**config.mk**
```make
export PLATFORM = sky130hd
export DESIGN_NAME = vga_sync
export DESIGN_NICKNAME = d
export VERILOG_FILES = /design/src/rtl/vga_timing_pkg.sv /design/src/rtl/vga_pixel_tick.sv /design/src/rtl/vga_sync.sv
export SDC_FILE = /design/constraint.sdc
export NUM_CORES = 1
export LEC_CHECK = 0
export CORE_MARGIN = 4
export CORE_UTILIZATION = 35
export CTS_CLUSTER_DIAMETER = 150
export DETAILED_ROUTE_END_ITERATION = 16
export DONT_BUFFER_PORTS = 1
export PLACE_DENSITY = 0.57
export SLEW_MARGIN = 5
export SYNTH_ARGS = -nofsm -noshare
export SYNTH_HDL_FRONTEND = slang
export SYNTH_SLANG_ARGS = --single-unit
```
**constraint.sdc**
```tcl
create_clock -name clk -period 1 [get_ports clk]
set_clock_uncertainty 0.1 [all_clocks]
set_input_delay 0.15 -clock clk [delete_from_list [all_inputs] [get_ports clk]]
set_output_delay 0.15 -clock clk [all_outputs]
set_load 0.05 [all_outputs]
```
**src/rtl/vga_timing_pkg.sv**
```systemverilog
// Shared VGA timing constants: default 640x480@60 parameters, derived totals and sync windows.
package vga_timing_pkg;

  localparam int unsigned CNT_W = 10;
  typedef logic [CNT_W-1:0] cnt_t;

  localparam int unsigned H_DISPLAY_DEF = 640;
  localparam int unsigned H_FRONT_DEF   = 16;
  localparam int unsigned H_SYNC_DEF    = 96;
  localparam int unsigned H_BACK_DEF    = 48;
  localparam int unsigned V_DISPLAY_DEF = 480;
  localparam int unsigned V_FRONT_DEF   = 10;
  localparam int unsigned V_SYNC_DEF    = 2;
  localparam int unsigned V_BACK_DEF    = 33;

  function automatic int unsigned span(input int unsigned display, input int unsigned front,
                                       input int unsigned sync, input int unsigned back);
    return display + front + sync + back;
  endfunction

  localparam int unsigned H_TOTAL = span(H_DISPLAY_DEF, H_FRONT_DEF, H_SYNC_DEF, H_BACK_DEF);
  localparam int unsigned V_TOTAL = span(V_DISPLAY_DEF, V_FRONT_DEF, V_SYNC_DEF, V_BACK_DEF);

  // Sync windows are inclusive on both ends.
  localparam int unsigned H_SYNC_START = H_DISPLAY_DEF + H_FRONT_DEF;
  localparam int unsigned H_SYNC_END   = H_SYNC_START + H_SYNC_DEF - 1;
  localparam int unsigned V_SYNC_START = V_DISPLAY_DEF + V_FRONT_DEF;
  localparam int unsigned V_SYNC_END   = V_SYNC_START + V_SYNC_DEF - 1;

endpackage

```
**src/rtl/vga_pixel_tick.sv**
```systemverilog
// Divide-by-2 pixel clock: toggles on every rising edge of the board clock.
module vga_pixel_tick (
  input  logic clk,
  input  logic reset,
  output logic vga_clock
);

  always_ff @(posedge clk or posedge reset) begin
    if (reset) vga_clock <= 1'b0;
    else       vga_clock <= ~vga_clock;
  end

endmodule

```
**src/rtl/vga_sync.sv**
```systemverilog
// VGA timing generator: pixel/line counters plus registered, zero-skew active-low sync pulses.
module vga_sync
  import vga_timing_pkg::*;
#(
  parameter int unsigned H_DISPLAY = H_DISPLAY_DEF,
  parameter int unsigned H_FRONT   = H_FRONT_DEF,
  parameter int unsigned H_SYNC    = H_SYNC_DEF,
  parameter int unsigned H_BACK    = H_BACK_DEF,
  parameter int unsigned V_DISPLAY = V_DISPLAY_DEF,
  parameter int unsigned V_FRONT   = V_FRONT_DEF,
  parameter int unsigned V_SYNC    = V_SYNC_DEF,
  parameter int unsigned V_BACK    = V_BACK_DEF
) (
  input  logic         clk,
  input  logic         reset,
  output logic         hsync,
  output logic         vsync,
  output logic         video_on,
  output logic         p_tick,
  output logic [9:0]   x,
  output logic [9:0]   y
);

  localparam cnt_t H_LAST = cnt_t'(span(H_DISPLAY, H_FRONT, H_SYNC, H_BACK) - 1);
  localparam cnt_t V_LAST = cnt_t'(span(V_DISPLAY, V_FRONT, V_SYNC, V_BACK) - 1);
  localparam cnt_t H_SS   = cnt_t'(H_DISPLAY + H_FRONT);
  localparam cnt_t H_SE   = cnt_t'(H_DISPLAY + H_FRONT + H_SYNC - 1);
  localparam cnt_t V_SS   = cnt_t'(V_DISPLAY + V_FRONT);
  localparam cnt_t V_SE   = cnt_t'(V_DISPLAY + V_FRONT + V_SYNC - 1);
  localparam cnt_t H_VIS  = cnt_t'(H_DISPLAY);
  localparam cnt_t V_VIS  = cnt_t'(V_DISPLAY);

  logic vga_clock;
  cnt_t x_next;
  cnt_t y_next;

  vga_pixel_tick u_pixel_tick (
    .clk       (clk),
    .reset     (reset),
    .vga_clock (vga_clock)
  );

  assign p_tick = vga_clock;

  always_comb begin
    x_next = x + 10'd1;
    y_next = y;
    if (x == H_LAST) begin
      x_next = '0;
      y_next = (y == V_LAST) ? '0 : y + 10'd1;
    end
  end

  // Syncs are decoded from the next counter values so they change on the same edge as x/y.
  always_ff @(posedge vga_clock or posedge reset) begin
    if (reset) begin
      x     <= '0;
      y     <= '0;
      hsync <= 1'b1;
      vsync <= 1'b1;
    end else begin
      x     <= x_next;
      y     <= y_next;
      hsync <= !((x_next >= H_SS) && (x_next <= H_SE));
      vsync <= !((y_next >= V_SS) && (y_next <= V_SE));
    end
  end

  assign video_on = (x < H_VIS) && (y < V_VIS);

endmodule

```
; ---- Word-level counts from Yosys, hierarchy flattened
; Index checks and enable logic that the tools add are counted.
[totals]
regBits = 23
out_inout_bits = 24
word_cells = 24
inputBits = 2
[classes]
eq_ne = 2
order_cmp = 6
add_sub_neg = 2
muxes = 3
bitwise = 1
reduce_logical = 5
[op_table]
columns = cell, n
row1 = 10-bit 2-to-1 mux, 3
row2 = 10-bit by 1-bit adder with 10-bit output (second input constant), 2
row3 = 10-bit equality test (second input constant), 2
row4 = 10-bit greater-or-equal comparator (second input constant), 1
row5 = 10-bit by 9-bit greater-or-equal comparator with 1-bit output (second input constant), 1
row6 = 10-bit less-or-equal comparator (second input constant), 1
row7 = 10-bit by 9-bit less-or-equal comparator with 1-bit output (second input constant), 1
row8 = 10-bit < comparator (second input constant), 1
row9 = 10-bit by 9-bit < comparator with 1-bit output (second input constant), 1
row10 = 1-bit logical AND, 3
row11 = 1-bit logical NOT, 2
row12 = 1-bit inverter, 1

; ---- Logic depth before layout (Yosys ltp)
[depth]
depth_word = 6
ltp_mapped = 7
ltp_nobuf = 7

; ---- By module
; From an unflattened synthesis, not the netlist that was laid out.
[unflattened]
hier_cells = 149
area_unflattened_um2 = 1351.3
[modules_own_cells]
columns = module, seq_area_each_um2, n_inst, cells_per_inst, area_per_inst_um2
row1 = vga_sync, 553.0, 1, 146, 1318.8
row2 = vga_pixel_tick, 25.0, 1, 3, 32.5

==> metrics.md <==
| Metric | Value |
|---|---|
| Synth area leader | `dfrtp_1` |
| Post-CTS sizing | `0` |
| Endpoints failing setup | `0` |
| Net count after synthesis | `about 150` |
| Commonest cells post-synth | `dfrtp_1 (21), nand2_1 (12), nand3_1 (11), inv_1 (9), nor2_1 (9)` |
| Area Growth Syn to Fin | `4.545%` |
| Detailed Routing Iterations Pass 1 | `4` |
| Worst-path clk slew | `0 ps` |
| Async S/R FF share, synth | `1.000` |
| DRT iter0 DRCs | `55` |
| Crit start category | `register` |
| Final period utilization | `0.8128` |
| Synth cell types | `46` |
| Post-Syn Instances | `140` |
| Layout Utilization | `0.3844` |
| Number of diodes | `0` |
| Placement Setup Slack | `184.7 ps` |
| Fin nets | `146` |
| Top_reg_cell synth | `dfrtp_1` |
| TNS Setup | `0 ps` |
| Max VDD drop | `0.0002561 V` |
| Critical path's slowest cell | `dfrtp_2` |
| Area contributors post-synth | `dfrtp_1 (38%), nand3_1 (4.0%), dfstp_2 (3.8%)` |
| Crit Path Class | `reg2out` |
| Critical R2R Launch | `u_pixel_tick.vga_clock$_DFF_PP0_` |
| Routability cong. | `0.7871` |
| Syn_area_per_cell | `9.831 sq um` |
| Worst rel slew slack | `0.4154` |
| Drt wl/cell | `15.15 microns` |
| Run status | `complete, no violations` |
| Vias in the first global route | `969` |
| DIE AREA | `5000 sq um` |
| Critical Path Start | `u_pixel_tick.vga_clock$_DFF_PP0_` |
| First-pass GRT wire length | `4733 microns` |
| Yosys top cell area share | `0.3818` |
| Final Max Tran Viols | `0` |
| Worst Tran Pin Value | `1016 ps` |
| Worst-Skew Late Latency | `0 ps` |
| Core area | `3744 sq um` |
| Dpl hpwl | `2181 microns` |
| Endpoints left unconstrained | `45` |
| Worst hold path type | `in2async` |
| Total Wirelength | `2818 microns` |
| Register pins left without a clock | `22` |
| RSZ-0062 raised after global routing | `false` |
| Total number of vias | `1053` |
| Largest net degree at the start of global routing | `23` |
| Final min period | `812.8 ps` |
| Final Hold Vio Count | `0` |
| Overflow after GRT | `0` |
| Initial antenna violation count | `0` |
| Die H | `between 70 and 80 microns` |
| Setup WS post-layout | `187.2 ps` |
| CP max stage delay | `about 410 ps` |
| Max Clock Freq | `1230 MHz` |
| Max Cap Viol | `0` |
| Post-synth EDFFs | `0` |
| # port buffers | `0` |
| Final Non-Filler Cells | `~190` |
| Worst Path Required | `750 ps` |
| Static Leak | `0.0006150 uW` |
| DP Cell Count | `185` |
| Crit path max-delay family | `flip-flops` |
| Post-Syn Area | `1376 sq um` |
| Gr usage total | `0.1075` |
| CP Max Fanout | `3` |
| Routed Antenna Nets | `0` |
| Share of post-route cells with drive strength above 1 | `0.1594` |
| I/O pin total | `26` |
| Number of remaining DRC errors | `0` |
| Synthesized flop and latch total | `23` |
| Yosys warnings | `0` |
| Fraction of the yosys area taken by sequential cells | `0.4200` |
| Die extent in x | `between 70 and 80 microns` |
| Fill cells | `between 300 and 400` |
| Most instantiated library cell after synthesis | `dfrtp_1` |
| CP cell instances | `buf_12` |
| Row cnt | `22` |
| Buf/Inv on CP | `1` |
| Critical Path AT | `560 ps` |
| Worst Setup End Kind | `output pin` |
| Initial core utilization | `0.3676` |
| Flop-to-flop setup slack | `370 ps` |
| Pwr dens | `44.83 nW/um^2` |
| Via density | `5.661` |
[metrics by stage]
stage          total power (uW)  cell area [sq um]  hold slack (ps)
3_3_place_gp              63.62               1423           -208.4
6_report                  64.51               1439            339.1
4_1_cts                   66.42               1439            343.3
2_1_floorplan             54.77               1378            51.39
5_1_grt                   69.54               1439            347.9
3_5_place_dp              63.44               1429           -208.0
[power breakdown]
part	total [uW]	switching, uW	internal (uW)
clock network	0	0	0
logic	23.6	18.1	5.47
registers	41.0	0	41.0
total	64.5	18.1	46.4
[layout by cell type, fill, tap and decap left out, drive strengths merged, types with 2 or more instances in the layout]
cell type,synthesis,final
nor3b,2,2
a32o,2,2
and3,2,2
dfrtp,21,21
and4,2,2
nand3,11,11
nand4,7,7
ha,4,4
nand2,12,12
inv,9,9
nor3,4,4
o31ai,2,2
xor2,4,4
or2,3,3
dfstp,2,2
a21oi,2,2
buf,6,3
o21ai,8,8
xnor2,6,6
a31oi,3,3
nor2,9,9
[flip-flops by register name, indices dropped and copies added (netlist names)]
name / cells
x: 10
y: 10
hsync: 1
u_pixel_tick.vga_clock: 1
vsync: 1
[metal layers]
metal  wire length (microns)  GRT usage  vias up
met5                       0          0        -
li1                        -          -      511
met1                    1356     0.1580      510
met2                    1295     0.1792       32
met3                     166    0.01563        0
met4                       0          0        0
[repair_timing]
action / CTS / global route
setup buffers: 0 / 0
hold buffers: 1 / 0
hold endpoints to repair: 1 / 0
[cell families after synthesis]
logic type                 count (synthesis)  share of synthesized area
AOI/OAI and AO/OA                         28                     0.1500
muxes                                      2                    0.01545
buffers and inverters                     15                    0.06090
xor gates and xnor gates                  10                    0.06909
and+or+nand+nor                           58                     0.2482
DFF                                       23                     0.4200
adders and majority gates                  4                    0.03637
[cell type report]
cell class	instances	area, sq um	area share
inverter	9	33.78	0.02348
multi-input combinational	102	720.7	0.5009
sequential	23	579.3	0.4026
tap	48	60.06	0.04174
timing repair buffer	4	45.04	0.03130
[path summary, 6_finish.rpt]
path	to	depth (start not counted)
setup / recovery	p_tick	1
hold / removal	u_pixel_tick.vga_clock$_DFF_PP0_	2
setup reg to reg	u_pixel_tick.vga_clock$_DFF_PP0_	1
hold reg to reg	u_pixel_tick.vga_clock$_DFF_PP0_	1
max in group asynchronous	u_pixel_tick.vga_clock$_DFF_PP0_	2
min in group clk	u_pixel_tick.vga_clock$_DFF_PP0_	1
Power figures use the tool's default switching activity.
